<file path="config.mk">
export PLATFORM = sky130hd
export DESIGN_NAME = seq_array_multiplier
export DESIGN_NICKNAME = d
export VERILOG_FILES = /design/src/rtl/multiplier_pkg.sv /design/src/rtl/pp_row.sv /design/src/rtl/seq_array_multiplier.sv
export SDC_FILE = /design/constraint.sdc
export NUM_CORES = 1
export LEC_CHECK = 0
export CORE_ASPECT_RATIO = 0.7
export CORE_MARGIN = 1.5
export CORE_UTILIZATION = 25
export DETAILED_ROUTE_END_ITERATION = 10
export SLEW_MARGIN = 20
export SYNTH_ARGS = -nofsm -noshare
export SYNTH_HDL_FRONTEND = slang
export SYNTH_SLANG_ARGS = --single-unit
</file>
<file path="constraint.sdc">
create_clock -name clk -period 3.1 [get_ports clk]
set_clock_uncertainty 0.2 [all_clocks]
set_input_delay 0.62 -clock clk [delete_from_list [all_inputs] [get_ports clk]]
set_output_delay 0.62 -clock clk [all_outputs]
set_load 0.02 [all_outputs]
</file>
<file path="src/rtl/multiplier_pkg.sv">
// Shared state encoding and sizing helpers for the sequential array multiplier.
package multiplier_pkg;

    typedef enum logic [1:0] {
        ST_IDLE = 2'd0,
        ST_CALC = 2'd1,
        ST_DONE = 2'd2
    } state_e;

    function automatic int calc_cycles(input int width, input int bpc);
        return width / bpc;
    endfunction

    // Counter must be able to hold CYCLES itself, hence the +1.
    function automatic int cnt_width(input int width, input int bpc);
        return $clog2(width / bpc + 1);
    endfunction

endpackage

</file>
<file path="src/rtl/pp_row.sv">
// One partial-product row of the AND array: multiplicand gated by a single multiplier bit.
// Purely combinational, no handshake.
module pp_row #(
    parameter int WIDTH = 4
) (
    input  logic [WIDTH-1:0] mag_a_i,
    input  logic             sel_i,
    output logic [WIDTH-1:0] row_o
);

    assign row_o = mag_a_i & {WIDTH{sel_i}};

endmodule

</file>
<file path="src/rtl/seq_array_multiplier.sv">
// Sequential shift-add multiplier: BPC partial-product rows per clock, WIDTH/BPC cycles per product.
// Accepts operands only in IDLE; holds the product in DONE until out_ready.
module seq_array_multiplier
    import multiplier_pkg::*;
#(
    parameter int WIDTH  = 4,
    parameter int BPC    = 1,
    parameter bit SIGNED = 1'b0
) (
    input  logic               clk,
    input  logic               rst,
    input  logic               in_valid,
    output logic               in_ready,
    input  logic [WIDTH-1:0]   a,
    input  logic [WIDTH-1:0]   b,
    output logic               out_valid,
    input  logic               out_ready,
    output logic [2*WIDTH-1:0] product,
    output logic               busy
);

    localparam int CYCLES = calc_cycles(WIDTH, BPC);
    localparam int CW     = cnt_width(WIDTH, BPC);
    localparam int PW     = 2 * WIDTH;

    if (WIDTH < 2 || (WIDTH % BPC) != 0) begin : g_bad_params
        $error("seq_array_multiplier: WIDTH must be >= 2 and divisible by BPC");
    end

    state_e            state_q, state_d;
    logic [WIDTH-1:0]  mag_a_q, mag_a_d;
    logic [WIDTH-1:0]  mag_b_q, mag_b_d;
    logic              neg_q, neg_d;
    logic [PW-1:0]     acc_q, acc_d;
    logic [CW-1:0]     cnt_q, cnt_d;
    logic [PW-1:0]     product_q, product_d;

    logic [WIDTH-1:0]  mag_a_in, mag_b_in;
    logic              neg_in;
    logic [WIDTH-1:0]  rows [BPC];
    logic [CW-1:0]     step_idx;
    logic [31:0]       shamt;
    logic [PW-1:0]     acc_sum;

    // The most negative value negates to itself, which read as unsigned is its magnitude.
    always_comb begin
        mag_a_in = a;
        mag_b_in = b;
        neg_in   = 1'b0;
        if (SIGNED) begin
            if (a[WIDTH-1]) mag_a_in = -a;
            if (b[WIDTH-1]) mag_b_in = -b;
            neg_in = a[WIDTH-1] ^ b[WIDTH-1];
        end
    end

    for (genvar g = 0; g < BPC; g++) begin : g_row
        pp_row #(.WIDTH(WIDTH)) u_pp_row (
            .mag_a_i (mag_a_q),
            .sel_i   (mag_b_q[g]),
            .row_o   (rows[g])
        );
    end

    assign step_idx = CW'(CYCLES) - cnt_q;

    always_comb begin
        acc_sum = acc_q;
        shamt   = '0;
        for (int i = 0; i < BPC; i++) begin
            shamt   = 32'(step_idx) * 32'(BPC) + 32'(i);
            acc_sum = acc_sum + ({{WIDTH{1'b0}}, rows[i]} << shamt);
        end
    end

    always_comb begin
        state_d   = state_q;
        mag_a_d   = mag_a_q;
        mag_b_d   = mag_b_q;
        neg_d     = neg_q;
        acc_d     = acc_q;
        cnt_d     = cnt_q;
        product_d = product_q;
        case (state_q)
            ST_IDLE: begin
                if (in_valid) begin
                    mag_a_d = mag_a_in;
                    mag_b_d = mag_b_in;
                    neg_d   = neg_in;
                    acc_d   = '0;
                    cnt_d   = CW'(CYCLES);
                    state_d = ST_CALC;
                end
            end
            ST_CALC: begin
                acc_d   = acc_sum;
                mag_b_d = mag_b_q >> BPC;
                cnt_d   = cnt_q - CW'(1);
                if (cnt_q == CW'(1)) begin
                    product_d = (SIGNED && neg_q) ? -acc_sum : acc_sum;
                    state_d   = ST_DONE;
                end
            end
            ST_DONE: begin
                if (out_ready) state_d = ST_IDLE;
            end
            default: state_d = ST_IDLE;
        endcase
    end

    always_ff @(posedge clk or posedge rst) begin
        if (rst) begin
            state_q   <= ST_IDLE;
            mag_a_q   <= '0;
            mag_b_q   <= '0;
            neg_q     <= 1'b0;
            acc_q     <= '0;
            cnt_q     <= '0;
            product_q <= '0;
        end else begin
            state_q   <= state_d;
            mag_a_q   <= mag_a_d;
            mag_b_q   <= mag_b_d;
            neg_q     <= neg_d;
            acc_q     <= acc_d;
            cnt_q     <= cnt_d;
            product_q <= product_d;
        end
    end

    assign in_ready  = (state_q == ST_IDLE);
    assign out_valid = (state_q == ST_DONE);
    assign busy      = (state_q != ST_IDLE);
    assign product   = product_q;

endmodule

</file>
==> results.toml <==
[routing]
drt-wirelength-per-cell_um = 13.0
drc_errors = 0
ant_nets = 0
drt-initial-drc-count = 47
drt_wl_total_mm = 3.65
num_vias = 1317
vias_per_cell = 4.70
dr.pass1.iters = 4

[pwr]
switching_share_pct = 41.5
combPwrFrac_pct = 53.5
p_leak_nw = 0.966
p_int_w = 0.00127
power.density_nw_per_um2 = 1010
clkPwrFrac_pct = 16.0
ir_worst_vdd_uv = 393
p_switching_w = 0.000898
power_frac_seq_pct = 30.4

[worst_setup_path]
arrival_ns = 2.87
reg2reg_depth = 11
critPathCaptureType = "flop"
cp_max_fo = 10
crit_family = "compound AO/OA/AOI/OAI gates"
required_ns = 3.05
startpoint_type = "flop"
cp_slowest_cell = "ha_2"
r2r_slack_ns = 0.18
slowest_delay_ns = 0.43
critPathKind = "reg -> reg"
crit_buf_inv = 1
reg2reg_to = "product[7]$_DFFE_PP0P_"
r2r-start = "cnt_q[1]$_DFFE_PP0P_"
worstPathCellList = "inv_1, ha_2, mux4_2, and3_1, ha_1, a21o_1, a31o_2, a21oi_2, xnor2_2, xor2_1, o21ai_1"

[layout]
layout_common_cells = "29 x dfrtp_1, 22 x clkdlybuf4s50_1, 20 x nand2_1"
antenna_cells = 0
design_area_sq_um = 2130
nFillCells = 668
syn_to_final_growth_pct = 29.0
layout_commonest_cell = "dfrtp_1"
final_nets = 223
layout-drive-gt1-share_pct = 17.8

[clock_tree]
clk_pin_slew_ns = 0.06
cts_buffer_depth = 2
cts_sinks = 29
clkLatencyLatePin_ns = 0.28
cts_tree = "done"
cts_htree_levels = 2
cts_made_buffers = 5
cts_root_buf = "clkbuf_8"

[timing]
setup-violations-final = 0
maxSlewHeadroom_pct = 45.2
min_period_ns = 2.92
fmax_mhz = 342
timing.hold.ws_ns = 0.276
worstMarginPinSlew_ns = 0.820
finalHoldViolCount = 0
finalSetupTns_ns = 0
drv_slew = 0
period_share_pct = 94.3
setup_slack_ns = 0.176

[global_routing]
use_met3_pct = 3.85
track_usage_pct = 10.8
antenna_found_initial = 0
grt_start_max_net_pins = 30
grt_pass1_vias = 1226
grt_util_met1_pct = 15.3
grt.busiest_layer = "met1"
grt_overflow = 0
use_met2_pct = 14.9
grt_pass1_wl_mm = 5.89

[logic_synthesis]
synth_seq_cells = 29
yosysTopAreaCellShare_pct = 43.9
syn_area_per_cell_sq_um = 9.56
ys.warnings.count = 0
yosysTopAreaCell = "dfrtp_1"
syn_area_sq_um = 1650
synth.distinct_cells = 36
synth_seq_area_share_pct = 43.9
synth.top_cells.by_area = "dfrtp_1 44%, ha_1 6.8%, nand3_1 5.7%"
syn-num-nets = 195
syn_inst = 173

[worst_hold_path]
worst_hold_path_type = "reg -> reg"
hold_depth = 2
min_to = "product[5]$_DFFE_PP0P_"
min_from = "product[5]$_DFFE_PP0P_"

[floorplanning]
die_h_um = 71.1
die_area_sq_um = 7120
num_rows = 24
pin_count = 23
initial_core_util_pct = 26.2
die_width_um = 100
core_area_sq_um = 6310

[placed_design]
placed_area_sq_um = 1970
pre_cts_ws_ns = -0.00245
dp_hpwl_mm = 2.58
gp_congestion = 0.849
port_buffers = 22

[outcome]
status = "finished clean"

[run]
cap_violations = 0
[worst min-delay path, stage by stage (launching register included)]
cell and delay, ns:
dfrtp_1 0.34, nand2_1 0.04, o21ai_0 0.05
[sequential cells by signal, summed over array words and instances (netlist names)]
| name | flops |
|---|---|
| state_q | 2 |
| mag_a_q | 4 |
| cnt_q | 3 |
| product | 8 |
| mag_b_q | 4 |
| acc_q | 8 |
[synthesized netlist by cell type]
library cell and n:
a21boi_1 1, a21o_1 2, a21oi_1 3, a21oi_2 1, a31o_2 1, a31oi_1 3, and2_1 1, and3_1 1
and4_1 1, buf_2 1, buf_6 1, clkbuf_1 7, dfrtp_1 29, fa_1 1, ha_1 9, inv_1 10
mux2_2 7, mux2i_1 5, mux4_2 1, nand2_1 20, nand2b_1 3, nand3_1 19, nand3_2 1, nand4_1 1
nor2_1 6, nor2b_1 3, nor3_1 2, o211ai_1 1, o21a_1 2, o21ai_0 18, o21ai_1 2, o31ai_1 2
or3_1 1, xnor2_1 3, xor2_1 3, xor2_2 1
[cell families (layout without fill, tap and decap cells)]
family	after synthesis	in the layout	share of synthesized area, %
flops	29	29	43.9
buf+inv	19	48	4.84
mux	13	13	9.15
fa+ha+maj	10	10	8.02
compound gates	36	36	12.8
simple gates	59	59	17.2
xor+xnor	7	7	4.16
[per-layer routing]
layer	vias to the layer above	wire, um
li1	656	-
met1	624	1900
met2	29	1510
met3	8	179
met4	0	53
met5	-	0
[how the worst max path moves through the flow]
stage | from | slack, ns | to | cells past startpoint
after floorplan | cnt_q[0]$_DFFE_PP0P_ | 0.003 | acc_q[7]$_DFFE_PP0P_ | 15
after global placement | cnt_q[0]$_DFFE_PP0P_ | 0.06 | acc_q[6]$_DFFE_PP0P_ | 15
after detailed placement | cnt_q[0]$_DFFE_PP0P_ | -0.002 | acc_q[6]$_DFFE_PP0P_ | 15
after CTS | cnt_q[0]$_DFFE_PP0P_ | 0.006 | acc_q[6]$_DFFE_PP0P_ | 15
after global routing | cnt_q[0]$_DFFE_PP0P_ | -0.02 | acc_q[6]$_DFFE_PP0P_ | 15
final | cnt_q[1]$_DFFE_PP0P_ | 0.18 | product[7]$_DFFE_PP0P_ | 11
[power by group through the flow]
stage	registers, W	clock network (W)	logic (W)
after floorplan	0.000679	0	0.000738
after global placement	0.000660	0	0.00107
after detailed placement	0.000664	0	0.00109
after CTS	0.000658	0.000360	0.00111
after global routing	0.000679	0.000376	0.00128
final	0.000659	0.000347	0.00116
[timing repair]
| action | 4_1_cts | 5_1_grt |
|---|---|---|
| hold buffers | 0 | 0 |
| endpoints found under the setup margin | 2 | 6 |
| pin swaps | 1 | 6 |
| buffers inserted | 1 | 2 |
| resized for setup | 0 | 7 |
[final cells by class]
type / instances / area, sq um / share of cell area, %
inverters: 10 / 37.5 / 1.76
well taps: 78 / 97.6 / 4.57
repair buffers: 30 / 280 / 13.1
multi-input cells: 125 / 892 / 41.8
clock inverters: 1 / 5.00 / 0.234
clock buffers: 7 / 96.3 / 4.51
flip-flops and latches: 29 / 726 / 34.0
[per-stage QoR]
| stage | util [%] | cells | power, W |
|---|---|---|---|
| after floorplan | - | 173 | 0.00142 |
| after global routing | 33.8 | 280 | 0.00234 |
| after detailed placement | 31.3 | 269 | 0.00175 |
| after CTS | 33.0 | 278 | 0.00213 |
| final | 33.8 | 280 | 0.00217 |
| after global placement | 31.3 | 269 | 0.00173 |
Power figures use the tool's default switching activity.
